`config.mk`:
```
export PLATFORM = sky130hd
export DESIGN_NAME = booth_multiplier
export DESIGN_NICKNAME = d
export VERILOG_FILES = /design/src/rtl/booth_multiplier.sv
export SDC_FILE = /design/constraint.sdc
export NUM_CORES = 1
export LEC_CHECK = 0
export CORE_ASPECT_RATIO = 0.6
export CORE_MARGIN = 2
export CORE_UTILIZATION = 51
export CTS_CLUSTER_SIZE = 28
export DETAILED_ROUTE_END_ITERATION = 12
export GPL_TIMING_DRIVEN = 0
export PLACE_DENSITY = 0.77
export SKIP_LAST_GASP = 1
export SYNTH_ARGS = -nofsm -noshare
export SYNTH_HDL_FRONTEND = slang
export SYNTH_SLANG_ARGS = --single-unit
```
`constraint.sdc`:
```
create_clock -name clock -period 4.6 [get_ports clock]
set_input_delay 1.38 -clock clock [delete_from_list [all_inputs] [get_ports clock]]
set_output_delay 1.38 -clock clock [all_outputs]
set_load 0.01 [all_outputs]
```
`src/rtl/booth_multiplier.sv`:
```
// Sequential signed Booth multiplier: {HI, LO} product of two WIDTH-bit operands.
// Define BOOTH_MUL_RADIX4_EN for radix-4 recoding (WIDTH/2 iterations); default is radix-2 (WIDTH iterations).
module booth_multiplier #(
  parameter int WIDTH = 32
) (
  input  logic                 clock,
  input  logic                 reset_n,
  input  logic                 start,
  input  logic [WIDTH-1:0]     multiplicand,
  input  logic [WIDTH-1:0]     multiplier,
  output logic                 busy,
  output logic                 done,
  output logic [2*WIDTH-1:0]   out
);

  // Two guard bits keep +/-2M from wrapping the accumulator.
  localparam int AW = WIDTH + 2;
`ifdef BOOTH_MUL_RADIX4_EN
  localparam int ITER = WIDTH / 2;
  localparam int SH   = 2;
`else
  localparam int ITER = WIDTH;
  localparam int SH   = 1;
`endif
  localparam int CNT_W = (ITER > 1) ? $clog2(ITER) : 1;

  typedef enum logic {IDLE, RUN} state_t;

  state_t               state;
  logic [CNT_W-1:0]     cnt;
  logic signed [AW-1:0] m;
  logic signed [AW-1:0] a;
  logic [WIDTH-1:0]     q;
  logic                 qm1;

  logic signed [AW-1:0] a_sum;
  logic signed [AW-1:0] a_nxt;
  logic [WIDTH-1:0]     q_nxt;
  logic                 qm1_nxt;

`ifdef BOOTH_MUL_RADIX4_EN
  function automatic logic signed [AW-1:0] booth_recode(input logic [2:0] bits,
                                                        input logic signed [AW-1:0] mm);
    case (bits)
      3'b001, 3'b010: booth_recode = mm;
      3'b011:         booth_recode = mm <<< 1;
      3'b100:         booth_recode = -(mm <<< 1);
      3'b101, 3'b110: booth_recode = -mm;
      default:        booth_recode = '0;
    endcase
  endfunction
`else
  function automatic logic signed [AW-1:0] booth_recode(input logic [1:0] bits,
                                                        input logic signed [AW-1:0] mm);
    case (bits)
      2'b01:   booth_recode = mm;
      2'b10:   booth_recode = -mm;
      default: booth_recode = '0;
    endcase
  endfunction
`endif

  always_comb begin
    a_sum   = a + booth_recode({q[SH-1:0], qm1}, m);
    a_nxt   = a_sum >>> SH;
    q_nxt   = {a_sum[SH-1:0], q[WIDTH-1:SH]};
    qm1_nxt = q[SH-1];
  end

  // Datapath: operand capture on acceptance, one recoded step per RUN cycle.
  always_ff @(posedge clock) begin
    if (state == IDLE) begin
      if (start) begin
        m   <= {{2{multiplicand[WIDTH-1]}}, multiplicand};
        a   <= '0;
        q   <= multiplier;
        qm1 <= 1'b0;
      end
    end else begin
      a   <= a_nxt;
      q   <= q_nxt;
      qm1 <= qm1_nxt;
    end
  end

  // Control: state, iteration counter and registered outputs.
  always_ff @(posedge clock or negedge reset_n) begin
    if (!reset_n) begin
      state <= IDLE;
      busy  <= 1'b0;
      done  <= 1'b0;
      out   <= '0;
      cnt   <= '0;
    end else begin
      done <= 1'b0;
      case (state)
        IDLE: begin
          if (start) begin
            state <= RUN;
            busy  <= 1'b1;
            cnt   <= '0;
          end
        end
        RUN: begin
          cnt <= cnt + CNT_W'(1);
          if (cnt == CNT_W'(ITER - 1)) begin
            state <= IDLE;
            busy  <= 1'b0;
            done  <= 1'b1;
            out   <= {a_nxt[WIDTH-1:0], q_nxt};
          end
        end
        default: state <= IDLE;
      endcase
    end
  end

endmodule

```
# == Yosys cells after proc, flatten, opt, wreduce, memory -nomap -nowiden ==
# Cells that the tools add are included.
# totals
regBits,171
inputBits,67
out_inout_bits,66
word_cells,39
# op_classes
n_addsub,3
n_eq_ne,5
n_mux,17
bitwise_logic,1
reduce_logical,4
# ops
operator,n
2-to-1 mux 34 bit,2
case mux 34 bit (2 select lines),1
2-to-1 mux 32 bit,2
adder 34 bit,1
negation 32 -> 34 bit,1
case mux 5 bit (2 select lines),1
2-to-1 mux 1 bit,8
AND reduction 2 bit,3
adder 5 x 1 -> 5 bit (second input constant),1
equality test 5 bit (second input constant),1
2-to-1 mux 5 bit,1
case mux 1 bit (2 select lines),2
equality test 2 x 1 -> 1 bit (second input constant),1
equality test 2 bit (second input constant),1
inequality test 2 x 1 -> 1 bit (second input constant),1
inequality test 2 bit (second input constant),1
nonzero test 2 bit,1
inverter 1 bit,1

# == Depth between registers and ports, before layout ==
# logic_depth
ltp_word,4
ltp_mapped,18
ltp_nobuf,17

# == Worst setup path before layout ==
# Ideal clock, no wire load.
# synth_path
kind,register to register
start,register m[7]
end,register a[28] (data pin)
setup_ns,0.255
arrival_ns,3.978
required_ns,4.345
slack_ns,0.366
stages_incl_launch_ff,16
path_buffers,1
period_less_slack_ns,4.234
path_cell_list,edfxtp_1 -> or4_4 -> nor3_1 -> nand3_1 -> or3_1 -> a32oi_1 -> nor2_1 -> ha_1 -> clkbuf_1 -> nand2_1 -> nor3_1 -> a22oi_1 -> and4_1 -> a2111oi_0 -> o21ai_0 -> and3_1
# synth_between
elab_chain_len,4
# synth_rtl
element,line,text
"start, declared",31,logic signed [AW-1:0] m;
"start signal, assigned",74,"m <= {{2{multiplicand[WIDTH-1]}}, multiplicand};"
negation 32 -> 34 bit,57,2'b10: booth_recode = -mm;
case mux 34 bit (2 select lines) *,55,case (bits)
adder 34 bit *,64,"a_sum = a + booth_recode({q[SH-1:0], qm1}, m);"
2-to-1 mux 34 bit *,72,if (state == IDLE) begin
"end signal, assigned",80,a <= a_nxt;
"end, declared",32,logic signed [AW-1:0] a;
# Every way passes the cells marked *; elsewhere a longest branch is shown, timed or not.
# A chain may end at the register's enable or synchronous reset.

# == Worst setup path after layout ==
# layout_path
start,register m[3]
end,register a[28] (data pin)
# The elaborated chain is that of the path after synthesis.

==> summary.txt <==
STA
  – Skew final: 10.77 ps
  – Endpoints failing setup: 0
  – Final min period: 4509 ps
  – Fin crit share: 98.02%
  – Rel. slew slack: 40.62%
  – Hold Vio Cnt, Final: 0
  – Worst-Margin Slew: 890.7 ps
  – Pins Over Slew Limit: 0
  – Worst setup margin: 91.13 ps
  – Fmax: 221.8 MHz
  – Hold_ws: 460.8 ps

Routing
  – Routed Antenna Nets: 0
  – Drt via density: 5.829
  – # DRC: 0
  – Iter 0 DRT Violations: 643
  – Router iterations before antenna repair: 5
  – Drt wl/cell: 18.87 µm
  – Routed via count: 7496
  – Total wire length: 24.26 mm

Floorplan
  – Die W: 177.1 µm
  – Core box area: 17360 µm²
  – IO Pins: 133
  – Die height: 107.9 µm
  – Initial Util: 52.84%
  – Site Rows: 37
  – Die ar.: 19110 µm²

Layout
  – # nets final: 1145
  – # diodes: 0
  – Share of layout cells above drive strength 1: 13.12%
  – Most common cell after layout, fill and taps aside: nand2_1
  – P&R area growth vs syn: 26.91%
  – Fin cells: 1286
  – Commonest cells after routing, fill and taps aside: nand2_1 (176), clkdlybuf4s50_1 (131), edfxtp_1 (98)

Placed design
  – RePlAce Congestion: 0.8833
  – Post-DP HPWL: 17.00 mm
  – Placed Cells: 1250
  – PortBufs: 132
  – Setup WS pre-CTS: -464.6 ps

Global routing
  – Vias in the first global route: 7207
  – Gr usage total: 25.99%
  – First-pass GRT wire length: 37.96 mm
  – Largest net degree at the start of global routing: 67
  – Global route overflow: 0
  – Initial antenna violation count: 0

Yosys
  – Top_reg_cell synth: edfxtp_1
  – Async S/R FF share, synth: 42.35%
  – Ys Warns: 0
  – Sequential-to-total area share from yosys stat: 51.72%
  – Syn nets: 988
  – Post-Syn Instances: 882
  – #FFs+latches synth: 170
  – Number of synthesized flops with an enable pin: 98
  – Syn Std Cell Area: 9174 µm²
  – Yosys cell types: 68
  – Avg Cell Area, Syn: 10.40 µm²

Hold path
  – WHS Endpoint: out[12]$_DFFE_PN0P_
  – HP Class: reg -> reg
  – Worst Hold Launch: q[13]$_DFFE_PP_
  – Hold depth: 2

Setup path
  – CP Data Arrival Time: 4700 ps
  – Startpoint types: flip-flop
  – Critical Path Sink Type: flip-flop
  – Worst endpoint required time: 4790 ps
  – CP Max Fanout: 7
  – R2R cell count: 14
  – Crit path kind: reg -> reg
  – R2R setup slack: 90 ps
  – Reg-to-Reg End: a[28]$_SDFFCE_PN0P_
  – Reg-to-Reg Start: m[3]$_DFFE_PP_

Power
  – Net switching fraction of the power: 40.37%
  – P_int: 5.247 mW
  – Peak supply drop: 0.3602 mV
  – Power share of the combinational group: 52.0%
  – LEAKAGE: 4.758 nW
  – Clock power share: 16.6%
  – Reg power frac: 31.4%
  – NetSw: 3.552 mW
  – Cell Pwr Density: 755.7 nW/µm²

Run status
  – Outcome: finished, final reports clean

CTS
  – CTS clk-pin slew, worst paths: 70 ps
  – Clk sinks: 170
  – CTS Buf Count: 17
  – CTS tree: yes
  – Htree depth: 4
  – Worst-Skew Late Latency: 450 ps
  – Clock Tree Buf Depth: 2
  – Clk Tree Root Cell: clkbuf_16

Flow run
  – Max Cap Violations: 0
cell type report:
class                   count  area [µm²]
fillers                  1404        5718
plain buffers              36       138.9
well taps                 234       292.8
clock inverters            12       137.6
inverters                  18       70.07
repair buffers            141        1419
multi-input cells         655        4393
flip-flops and latches    170        4745
clock buffers              20       446.7
repair_timing:
item | in CTS | in global routing
hold buffers | 0 | 0
pin swaps | 1 | 6
setup buffers | 2 | 5
endpoints found under the setup margin | 20 | 26
gates resized for setup | 8 | 36
Yosys cell counts (4+ instances only):
library cell,instances,area (µm²)
nand2_1,176,660.6
edfxtp_1,98,2943
dfrtp_1,72,1802
nor2_1,54,202.7
mux2_2,48,540.5
a21oi_1,40,200.2
ha_1,38,475.5
o21ai_0,38,190.2
clkbuf_1,34,127.6
and2_1,26,162.7
nor3_1,23,115.1
xnor2_1,23,201.4
xor2_1,19,166.4
a21o_1,17,127.6
inv_1,17,63.81
nand3_1,13,65.06
a22oi_1,12,90.09
nor4_1,10,62.56
o31ai_1,9,67.56
a31oi_1,7,43.79
and3_1,7,43.79
o21a_1,7,52.55
o21bai_1,7,52.55
a32oi_1,6,52.55
nand2b_1,5,31.28
nand4_1,5,31.28
nor2b_1,5,31.28
or3_1,5,31.28
a211oi_1,4,30.03
a31o_2,4,35.03
buf_1,4,15.01
worst max-delay path by stage:
stage                         from                  end  cells after the start
CTS                 m[0]$_DFFE_PP_  a[28]$_SDFFCE_PN0P_                     16
finish              m[3]$_DFFE_PP_  a[28]$_SDFFCE_PN0P_                     14
global route        m[5]$_DFFE_PP_  a[28]$_SDFFCE_PN0P_                     14
detailed placement  m[5]$_DFFE_PP_  a[28]$_SDFFCE_PN0P_                     15
floorplan           m[7]$_DFFE_PP_  a[28]$_SDFFCE_PN0P_                     15
global placement           reset_n  out[44]$_DFFE_PN0P_                      1
kinds of logic (layout without fill, tap and decap cells):
logic type      Yosys count  after routing  synth area share, %
fa+ha+maj                39             39                5.401
compound gates          175            175                12.62
mux                      49             49                6.001
flops                   170            170                51.72
simple gates            350            350                17.91
buf+inv                  57            227                2.346
xor+xnor                 42             42                4.010
per-stage QoR:
| stage | instance area, µm² | util (%) | total power, mW | setup TNS, ps |
|---|---|---|---|---|
| 2_1_floorplan | 9174 | - | 5.635 | 0 |
| 3_3_place_gp | 10790 | 62.14 | 6.960 | -45870 |
| 3_5_place_dp | 10840 | 62.46 | 7.085 | -2929 |
| 4_1_cts | 11470 | 66.06 | 8.639 | -39.53 |
| 5_1_grt | 11640 | 67.06 | 9.384 | -104.5 |
| 6_report | 11640 | 67.06 | 8.799 | 0 |
worst max-delay path: stages, from the launching register on:
cell and delay [ps]:
edfxtp_1 460, or4_1 650, nor2_4 210, nand3_2 190, or3_1 400, a32oi_1 200, nor2_1 80, ha_2 440
nand2_1 170, nor3_2 340, a22oi_2 130, and4_2 280, a2111oi_4 390, o21ai_1 140, and3_1 180
registers in the layout, summed over array words and instances (netlist names):
signal and cells:
done 1, busy 1, a 33, m 32, qm1 1, cnt 5, q 32, out 64
state 1
power by group through the flow:
stage / Clock, mW / Sequential [mW] / Combinational, mW
after floorplan: 0 / 2.81 / 2.83
after global placement: 0 / 2.76 / 4.20
after detailed placement: 0 / 2.77 / 4.31
after CTS: 1.48 / 2.76 / 4.40
after global routing: 1.55 / 2.83 / 5.01
final: 1.46 / 2.76 / 4.57
routing by layer:
metal / wire [µm] / vias up / track usage [%]
met5: 0 / - / 0
met4: 238 / 0 / 5.962
met3: 1772 / 21 / 5.508
met2: 10670 / 284 / 38.47
met1: 11580 / 3678 / 38.99
li1: - / 3513 / -
Note: power is estimated with default switching activity, not from simulation.
